<file path="config.mk">
export PLATFORM = sky130hd
export DESIGN_NAME = mem_arbiter
export DESIGN_NICKNAME = d
export VERILOG_FILES = /design/src/rtl/mem_arbiter.sv
export SDC_FILE = /design/constraint.sdc
export NUM_CORES = 1
export LEC_CHECK = 0
export CELL_PAD_IN_SITES_DETAIL_PLACEMENT = 1
export CELL_PAD_IN_SITES_GLOBAL_PLACEMENT = 1
export CORE_MARGIN = 8
export CORE_UTILIZATION = 24
export CTS_CLUSTER_DIAMETER = 40
export DETAILED_ROUTE_END_ITERATION = 8
export PLACE_DENSITY = 0.95
export SLEW_MARGIN = 20
export SYNTH_ARGS = -nofsm -noshare
export SYNTH_HDL_FRONTEND = slang
export SYNTH_SLANG_ARGS = --single-unit
</file>
<file path="constraint.sdc">
create_clock -name clk -period 2.4 [get_ports clk]
set_clock_uncertainty 0.2 [all_clocks]
set_input_delay 0.48 -clock clk [delete_from_list [all_inputs] [get_ports clk]]
set_output_delay 0.48 -clock clk [all_outputs]
set_load 0.02 [all_outputs]
</file>
<file path="src/rtl/mem_arbiter.sv">
// mem_arbiter: two-requester (fetch/data) arbiter onto one registered-read memory port
module mem_arbiter #(
  parameter int WORD_LEN     = 32,
  parameter int STARVE_LIMIT = 4
) (
  input  logic                clk,
  input  logic                rst,
  input  logic                i_req_valid,
  output logic                i_req_ready,
  input  logic [WORD_LEN-1:0] i_addr,
  output logic                i_resp_valid,
  output logic [WORD_LEN-1:0] i_resp_data,
  input  logic                d_req_valid,
  output logic                d_req_ready,
  input  logic [WORD_LEN-1:0] d_addr,
  input  logic                d_wen,
  input  logic [1:0]          d_wty,
  input  logic [WORD_LEN-1:0] d_wdata,
  output logic                d_resp_valid,
  output logic [WORD_LEN-1:0] d_resp_data,
  output logic [WORD_LEN-1:0] mem_addr,
  output logic                mem_wen,
  output logic [1:0]          mem_wty,
  output logic [WORD_LEN-1:0] mem_wdata,
  input  logic [WORD_LEN-1:0] mem_rdata
);
  typedef enum logic [1:0] {IDLE, ISSUE, RESP} state_t;
  localparam int SW = STARVE_LIMIT < 1 ? 1 : $clog2(STARVE_LIMIT + 1);
  localparam logic [SW-1:0] LIM = SW'(STARVE_LIMIT);
  state_t state_q, state_d;
  logic [SW-1:0] starve_q, starve_d;
  logic [WORD_LEN-1:0] addr_q, wdata_q;
  logic [1:0] wty_q;
  logic own_d_q, wen_q, ival_q, dval_q;
  logic open_w, grant_i, acc_i, acc_d, acc;
  // grant selection and next-state; rst closes the accept window so nothing is granted in the reset cycle
  always_comb begin
    open_w   = !rst && state_q != ISSUE;
    grant_i  = i_req_valid && (!d_req_valid || starve_q == LIM);
    acc_i    = open_w && grant_i;
    acc_d    = open_w && d_req_valid && !grant_i;
    acc      = acc_i || acc_d;
    state_d  = acc ? ISSUE : state_q == ISSUE ? RESP : IDLE;
    starve_d = acc_i ? '0 : !acc_d ? starve_q : !i_req_valid ? '0 : starve_q == LIM ? starve_q : starve_q + 1'b1;
  end
  // FSM, request latch and registered response/write strobes
  always_ff @(posedge clk) begin
    if (rst) begin
      state_q  <= IDLE;
      starve_q <= '0;
      addr_q   <= '0;
      wdata_q  <= '0;
      wty_q    <= '0;
      own_d_q  <= 1'b0;
      wen_q    <= 1'b0;
      ival_q   <= 1'b0;
      dval_q   <= 1'b0;
    end else begin
      state_q  <= state_d;
      starve_q <= starve_d;
      wen_q    <= acc_d && d_wen;
      ival_q   <= state_q == ISSUE && !own_d_q;
      dval_q   <= state_q == ISSUE && own_d_q;
      if (acc) begin
        addr_q  <= acc_d ? d_addr : i_addr;
        wdata_q <= acc_d ? d_wdata : '0;
        wty_q   <= acc_d ? d_wty : 2'd2;
        own_d_q <= acc_d;
      end
    end
  end
  assign i_req_ready  = acc_i;
  assign d_req_ready  = acc_d;
  assign mem_addr     = addr_q;
  assign mem_wdata    = wdata_q;
  assign mem_wty      = wty_q;
  assign mem_wen      = wen_q && !rst;
  assign i_resp_valid = ival_q && !rst;
  assign d_resp_valid = dval_q && !rst;
  assign i_resp_data  = mem_rdata;
  assign d_resp_data  = mem_rdata;
endmodule

</file>
==> results.yml <==
sta:
  layout_min_cycle_time_ps: 2370
  maxSlewViolCount: 0
  finalCritPeriodShare_pct: 98.9
  finalSetupViolCount: 0
  worstMarginPinSlew_ps: 748
  hold_viol: 0
  rsz0062_at_grt: "no"
  relSlewSlack_pct: 50.0
  max_freq_ghz: 0.421
worst_setup_path:
  worst_path_max_delay_cell: "clkdlybuf4s50_1"
  cp_data_required_time_ps: 1720
  critical_path.max_fanout: 3
  end_kind: "output port"
  slowest_delay_ps: 490
  worstSetupPathType: "in2out"
  cp-start-kind: "input port"
  critPathBufInv: 2
  cp_cell_sequence: "clkdlybuf4s50_1 -> a21bo_2 -> and3_1 -> clkdlybuf4s15_1"
  cp_data_arrival_time_ps: 1690
  crit_family: "buffers and inverters"
placed_design:
  dp_cells: 603
  portBuffers: 173
  dp_hpwl_um: 8290
  postPlaceCellArea_mm2: 0.00471
  gp_congestion: 0.784
synth:
  syn_area_per_cell_um2: 9.91
  synth_top_area_cell: "dfxtp_1"
  ys_seq_area_share_pct: 45.9
  synthTopCellsByArea: "dfxtp_1, buf_4, mux2i_1"
  ys_types: 29
  syn_area_mm2: 0.00327
  yosysWarnings: 0
  synth_top_cell_area_share_pct: 45.9
  syn_inst: 330
  synth-seq-cells: 75
  syn_nets: 467
clock_tree:
  clock_latency_ps: 330
  cts_buffers: 9
  cts_sinks: 75
  cts_buffer_depth: 2
  clk_pin_slew_ps: 60
  cts_root_buffer: "clkbuf_16"
  cts_tree: "built"
  post_cts_buffers: 0
  htreeDepth: 3
cells_and_area:
  drive_above_1_share_pct: 7.22
  multiInputGateArea_mm2: 0.00114
  stdcell_area_mm2: 0.00505
  final_util_pct: 38.0
  mostFrequentLayoutCell: "clkdlybuf4s50_1"
  syn_to_final_growth_pct: 54.3
  fillers: 1490
  antennaDiodeCount: 0
  fin_cells: 619
  nets: 575
  register_area_mm2: 0.00150
  layout_common_cells: "clkdlybuf4s50_1, dfxtp_1, nand3_1"
pwr:
  p_leak_nw: 2.10
  peakVddDrop_mv: 0.373
  p_total_w: 0.00370
  p_per_area_mw_per_mm2: 733
floorplanning:
  start_util_pct: 24.6
  fp-row-count: 42
  die_x_um: 133
  die_area_mm2: 0.0176
  dieHeight_um: 133
  io_pins: 270
  core_area_mm2: 0.0133
drt:
  drt_iter0_markers: 68
  ant_nets: 0
  vias: 2791
  wl_per_cell_um: 17.0
  via_per_inst: 4.51
  dr.pass1.iters: 4
  drc: 0
  drt_wl_total_um: 10500
grt:
  grt_max_degree: 65
  grt_pass1_wl_um: 16600
  gr-total-overflow: 0
  track_usage_pct: 11.8
  grt_pass1_vias: 3163
  antenna_found_initial: 0
status:
  status: "completed"
flow_run:
  cap_violations: 0
worst_hold_path:
  hold_path.class: "reg2reg"
## timing repair
| action | in CTS | in global routing |
|---|---|---|
| endpoints found under the hold margin | 0 | 0 |
| pin swaps | 0 | 1 |
| setup endpoints to repair | 5 | 7 |
| hold buffers | 0 | 0 |
| gates resized for setup | 7 | 1 |
## power breakdown
part | switching, W | internal [W]
Sequential | 0.0000567 | 0.00135
Combinational | 0.000336 | 0.000409
Clock | 0.000526 | 0.00102
Total | 0.000918 | 0.00278
## metrics by stage
step           hold WS (ps)  setup slack, ps  TNS [ps]
6_report                249             26.4         0
5_1_grt                 286             1.01         0
4_1_cts                 258             28.4         0
3_5_place_dp            246             -245    -11260
3_3_place_gp            236             -201     -5110
2_1_floorplan           217              526         0
## layer usage
layer | global-route usage [%] | up-vias | wire (µm)
li1 | - | 1312 | -
met2 | 18.7 | 147 | 4870
met3 | 6.55 | 49 | 1170
met4 | 7.76 | 0 | 420
met1 | 11.6 | 1283 | 4080
met5 | 0 | - | 0
## worst reg2reg max path: stages, from the launching register on
cell and delay [ps]:
dfxtp_2 340, inv_1 60, ha_1 170, nand3_1 90
nand4_1 140, buf_4 480, mux2i_1 350, o21ai_0 100
## path summary, 6_finish.rpt
check | startpoint | to | slack (ps) | depth (start not counted)
worst max-delay path | d_req_valid | i_req_ready | 30 | 4
worst min-delay path | own_d_q | ival_q | 250 | 1
worst max register to register | starve_q[0] | mem_addr[14] | 330 | 7
worst min register to register | own_d_q | ival_q | 250 | 1
## state kept, by name, indices dropped and copies added (netlist names)
register	cells
mem_addr	32
mem_wdata	32
starve_q	3
mem_wty	2
state_q	2
dval_q	1
ival_q	1
own_d_q	1
wen_q	1
## cell usage after synthesis, drive strengths merged
master   n
buf     79
dfxtp   75
nand3   35
a22o    32
mux2i   32
o21ai   32
nor2     9
clkbuf   7
inv      6
nor2b    4
and3     3
ha       2
o22ai    2
a211oi   1
a21bo    1
a21o     1
a22oi    1
a32oi    1
and2     1
nand2    1
nand2b   1
nand4    1
nor3     1
nor4     1
or2      1
## cell type report
type | count | share of cell area (%)
flip-flops and latches | 75 | 29.8
clock buffers | 10 | 4.53
inverters | 6 | 0.446
multi-input cells | 163 | 22.7
well taps | 176 | 4.36
repair buffers | 183 | 36.0
clock inverters | 6 | 2.23
## cells by family after synthesis
family                   share of synthesized area, %
multiplexers                                     9.79
flip-flops                                       45.9
AO/OA/AOI/OAI                                    15.1
buffers and inverters                            19.3
AND/OR/NAND/NOR                                  9.18
adder cells (fa/ha/maj)                         0.765
(Power assumes the default switching activity.)
